--- config.mk ---
export PLATFORM = sky130hd
export DESIGN_NAME = pad_gpio_bank
export DESIGN_NICKNAME = d
export VERILOG_FILES = /design/src/rtl/pad_gpio_pkg.sv /design/src/rtl/pad_gpio_sync_edge.sv /design/src/rtl/pad_gpio_bank.sv
export SDC_FILE = /design/constraint.sdc
export NUM_CORES = 1
export LEC_CHECK = 0
export ABC_AREA = 1
export BUFFER_PORTS_ARGS = -buffer_cell sky130_fd_sc_hd__buf_2
export CAP_MARGIN = 40
export CORE_UTILIZATION = 51
export CTS_CLUSTER_SIZE = 28
export DETAILED_ROUTE_END_ITERATION = 8
export PLACE_DENSITY_LB_ADDON = 0.15
export SLEW_MARGIN = 20
export SYNTH_ARGS = -nofsm -noshare
export SYNTH_HDL_FRONTEND = slang
export SYNTH_SLANG_ARGS = --single-unit
--- constraint.sdc ---
create_clock -name clk -period 2.44 [get_ports clk]
set_input_delay 0.488 -clock clk [delete_from_list [all_inputs] [get_ports clk]]
set_output_delay 0.488 -clock clk [all_outputs]
set_load 0.1 [all_outputs]
--- src/rtl/pad_gpio_pkg.sv ---
// Shared constants for the GPIO pad bank: register indices and the bank-size limit.
package pad_gpio_pkg;

  localparam int WIDTH_MAX = 32;

  localparam logic [2:0] GPIO_OUT     = 3'd0;
  localparam logic [2:0] GPIO_OE      = 3'd1;
  localparam logic [2:0] GPIO_IN      = 3'd2;
  localparam logic [2:0] GPIO_RISE_IE = 3'd3;
  localparam logic [2:0] GPIO_FALL_IE = 3'd4;
  localparam logic [2:0] GPIO_PENDING = 3'd5;
  localparam logic [2:0] GPIO_OD      = 3'd6;
  localparam logic [2:0] GPIO_RSVD    = 3'd7;

endpackage

--- src/rtl/pad_gpio_sync_edge.sv ---
// One pad input: two-flop synchroniser, previous-value flop and edge detection.
module pad_gpio_sync_edge (
  input  logic clk,
  input  logic reset,
  input  logic pad_i,
  output logic sync_o,
  output logic rise_o,
  output logic fall_o
);

  logic meta_q;
  logic sync_q;
  logic prev_q;

  always_ff @(posedge clk or posedge reset) begin
    if (reset) begin
      meta_q <= 1'b0;
      sync_q <= 1'b0;
      prev_q <= 1'b0;
    end else begin
      meta_q <= pad_i;
      sync_q <= meta_q;
      prev_q <= sync_q;
    end
  end

  assign sync_o = sync_q;
  assign rise_o = sync_q & ~prev_q;
  assign fall_o = ~sync_q & prev_q;

endmodule

--- src/rtl/pad_gpio_bank.sv ---
// Register front end for a bank of bidirectional pads: drive control, input
// synchronisation, edge-triggered pending bits and a level interrupt.
module pad_gpio_bank
  import pad_gpio_pkg::*;
#(
  parameter int WIDTH = 8
) (
  input  logic             clk,
  input  logic             reset,
  input  logic             bus_sel,
  input  logic             bus_write,
  input  logic [2:0]       bus_addr,
  input  logic [WIDTH-1:0] bus_wdata,
  output logic [WIDTH-1:0] bus_rdata,
  output logic [WIDTH-1:0] pad_din,
  output logic [WIDTH-1:0] pad_oen,
  input  logic [WIDTH-1:0] pad_dout,
  output logic             irq
);

  logic [WIDTH-1:0] out_q, out_d;
  logic [WIDTH-1:0] oe_q, oe_d;
  logic [WIDTH-1:0] rise_ie_q, rise_ie_d;
  logic [WIDTH-1:0] fall_ie_q, fall_ie_d;
  logic [WIDTH-1:0] pending_q, pending_d;
  logic [WIDTH-1:0] od_q, od_d;
  logic [WIDTH-1:0] rdata_q, rdata_d;
  logic             irq_q;
  logic [WIDTH-1:0] clr_mask;
  logic [WIDTH-1:0] sync_w, rise_w, fall_w;

  genvar gi;
  generate
    for (gi = 0; gi < WIDTH; gi++) begin : g_bit
      pad_gpio_sync_edge u_sync (
        .clk    (clk),
        .reset  (reset),
        .pad_i  (pad_dout[gi]),
        .sync_o (sync_w[gi]),
        .rise_o (rise_w[gi]),
        .fall_o (fall_w[gi])
      );
      // Open-drain only ever pulls low; a 1 releases the pad.
      assign pad_din[gi] = od_q[gi] ? 1'b0 : out_q[gi];
      assign pad_oen[gi] = od_q[gi] ? ~(oe_q[gi] & ~out_q[gi]) : ~oe_q[gi];
    end
  endgenerate

  always_comb begin
    out_d     = out_q;
    oe_d      = oe_q;
    rise_ie_d = rise_ie_q;
    fall_ie_d = fall_ie_q;
    od_d      = od_q;
    clr_mask  = '0;
    if (bus_sel && bus_write) begin
      case (bus_addr)
        GPIO_OUT:     out_d     = bus_wdata;
        GPIO_OE:      oe_d      = bus_wdata;
        GPIO_RISE_IE: rise_ie_d = bus_wdata;
        GPIO_FALL_IE: fall_ie_d = bus_wdata;
        GPIO_PENDING: clr_mask  = bus_wdata;
        GPIO_OD:      od_d      = bus_wdata;
        default:      ;
      endcase
    end
    // New edges are ORed in after the clear so a coincident set survives.
    pending_d = (pending_q & ~clr_mask) | (rise_w & rise_ie_q) | (fall_w & fall_ie_q);

    rdata_d = rdata_q;
    if (bus_sel && !bus_write) begin
      case (bus_addr)
        GPIO_OUT:     rdata_d = out_q;
        GPIO_OE:      rdata_d = oe_q;
        GPIO_IN:      rdata_d = sync_w;
        GPIO_RISE_IE: rdata_d = rise_ie_q;
        GPIO_FALL_IE: rdata_d = fall_ie_q;
        GPIO_PENDING: rdata_d = pending_q;
        GPIO_OD:      rdata_d = od_q;
        default:      rdata_d = '0;
      endcase
    end
  end

  always_ff @(posedge clk or posedge reset) begin
    if (reset) begin
      out_q     <= '0;
      oe_q      <= '0;
      rise_ie_q <= '0;
      fall_ie_q <= '0;
      pending_q <= '0;
      od_q      <= '0;
      rdata_q   <= '0;
      irq_q     <= 1'b0;
    end else begin
      out_q     <= out_d;
      oe_q      <= oe_d;
      rise_ie_q <= rise_ie_d;
      fall_ie_q <= fall_ie_d;
      pending_q <= pending_d;
      od_q      <= od_d;
      rdata_q   <= rdata_d;
      irq_q     <= |pending_q;
    end
  end

  assign bus_rdata = rdata_q;
  assign irq       = irq_q;

endmodule

==> impl_metrics.toml <==
[sta]
finalHoldViolCount = 0
rsz0062_at_grt = "no"
final.setup_skew_ps = 8.67
setup_tns_ps = 0
slew_viol_final = 0
hold_slack_ps = 223
relSlewSlack = 0.627
finalCritPeriodShare = 0.784
tightest_slew_ps = 558
fmax_mhz = 522
setup_viol = 0
post-route-min-period_ps = 1910
setup_ws_ps = 526

[placement]
gp_congestion = 0.849
pre_cts_slack_ps = 464
hpwl_um = 5810
portBuffers = 47

[grt]
antenna_found_initial = 0
grt_start_max_net_pins = 81
grt_pass1_wl_um = 13800
grt_usage = 0.246
grt_pass1_vias = 2826
overflow = 0

[setup_path]
cp.required_ps = 1950
critPathCaptureType = "output port"
worst-path-max-fanout = 3
arrival_ps = 1430
path_class = "register to output port"
start_kind = "register"

[power_and_ir_drop]
total_leakage_power_uw = 0.00209
ir_drop_uv = 465
power_density_nw_per_um2 = 931

[synth]
syn_area_per_cell_sq_um = 8.47
synthCells = 424
syn_area_sq_um = 3590
async_flop_share = 1.00
synth-seq-cells = 81
synth_warnings = 0
synth_ff_type = "dfrtp_1"
synth_cell_types = 18
synth_fp_nets = 447
yosysTopAreaCell = "dfrtp_1"
synth_commonest_cells = "nand2_1, dfrtp_1, o21ai_0"
synth_edf_count = 0
ys_seq_area_frac = 0.564
yosysMostFrequentCell = "nand2_1"
synth_area_leaders = "dfrtp_1, nand2_1, o21ai_0"
yosysTopAreaCellShare = 0.564

[worst_hold_path]
min_path_type = "primary input to register"

[cts]
cts_sinks = 81
cts.clk_slew.worst_paths_ps = 80
cts_resized = 0
cts_tree = "done"
htreeDepth = 3
root_buffer = "clkbuf_8"
clockBufferDepth = 2
cts_buffers = 9
clkLatencyLatePin_ps = 360

[die]
dieArea_sq_um = 7380
fp.dieH_um = 85.9
coreArea_sq_um = 6790
fp-row-count = 30
pin_count = 48
initial_core_util = 0.529
die_x_um = 85.9

[routing]
post-route-drc-count = 0
vias_per_cell = 5.31
wire_per_inst_um = 14.4
vias = 3047
drt_iter0_markers = 307
routed_wirelength_um = 8240
ant_nets = 0
dr.pass1.iters = 5

[cells_and_area]
drive_above_1_share = 0.157
filler_cell_count = 596
area_growth_pct = 15.9
antenna_cells = 0
nets = 496

[outcome]
outcome = "completed"

[job]
cap_violations = 0
==> final timing paths <==
check / start / end / slack, ps / cells after the start
worst max-delay path: od_q[0] / pad_oen[0] / 530 / 3
worst min-delay path: pad_dout[0] / g_bit[0].u_sync.meta_q / 220 / 1
worst max register to register: pending_q[6] / bus_rdata[6] / 1370 / 6
worst min register to register: g_bit[1].u_sync.meta_q / g_bit[1].u_sync.sync_o / 350 / 0
max in group asynchronous: reset / oe_q[4] / 1300 / 4
min in group asynchronous: reset / g_bit[4].u_sync.meta_q / 540 / 3
==> power by group <==
part / switching, uW / internal (uW) / leakage (uW) / total, uW
Sequential: 175 / 1550 / 0.000970 / 1720
Clock: 475 / 607 / 0.000107 / 1080
Combinational: 865 / 208 / 0.00101 / 1070
==> cell type report <==
class	instances	area, sq um	share of cell area
inverter	46	176	0.0424
sequential	81	2030	0.487
multi-input combinational	278	1290	0.310
clock buffer	12	145	0.0349
clock inverter	4	76.3	0.0183
timing repair buffer	57	325	0.0782
tap	96	120	0.0289
==> what timing repair did <==
action | in CTS | in global routing
endpoints found under the hold margin | 1 | 0
hold buffers | 1 | 0
buffers inserted | 0 | 0
==> kinds of logic after synthesis <==
kind of cell           Yosys count  share of synthesized area
and+or+nand+nor                222                      0.282
AOI/OAI and AO/OA               56                     0.0780
DFF                             81                      0.564
buffers and inverters           65                     0.0760
==> per-stage QoR <==
step / cell area (sq um) / std cells / utilization / power [uW]
3_3_place_gp: 3930 / 557 / 0.578 / 2790
5_1_grt: 4160 / 574 / 0.613 / 4060
3_5_place_dp: 3930 / 557 / 0.578 / 2810
2_1_floorplan: 3590 / 424 / - / 2580
4_1_cts: 4160 / 574 / 0.613 / 3890
6_report: 4160 / 574 / 0.613 / 3870
==> critical path, cell delays in order (launching register included) <==
cell and delay (ps):
dfrtp_1 410, inv_1 80, o21ai_1 140, buf_2 440
==> placed cells by master, fill, tap and decap left out, types with 2 or more instances in the layout <==
cell,n
clkinvlp_4,2
buf_4,8
o21ai_1,9
nand4_2,2
nand3_1,33
dfrtp_1,81
nand4_1,34
inv_1,45
nor2_1,41
bufinv_16,2
nand2_1,107
o21ai_0,47
nor4_1,2
clkbuf_1,2
clkbuf_8,10
buf_2,47
==> state kept, by name (all words and copies together), names as in the netlist <==
signal               count
bus_rdata                8
fall_ie_q                8
g_bit.u_sync.meta_q      8
g_bit.u_sync.prev_q      8
g_bit.u_sync.sync_o      8
irq                      1
od_q                     8
oe_q                     8
out_q                    8
pending_q                8
rise_ie_q                8
==> metal layers <==
metal  track usage  wire length, um  share of wire  vias up
met5             0                0              0        -
met4         0.106              196          0.024        0
met3        0.0558              475          0.058       15
met2         0.360             3610           0.44      100
met1         0.354             3960           0.48     1438
li1              -                -              -     1494
(Power assumes the default switching activity.)
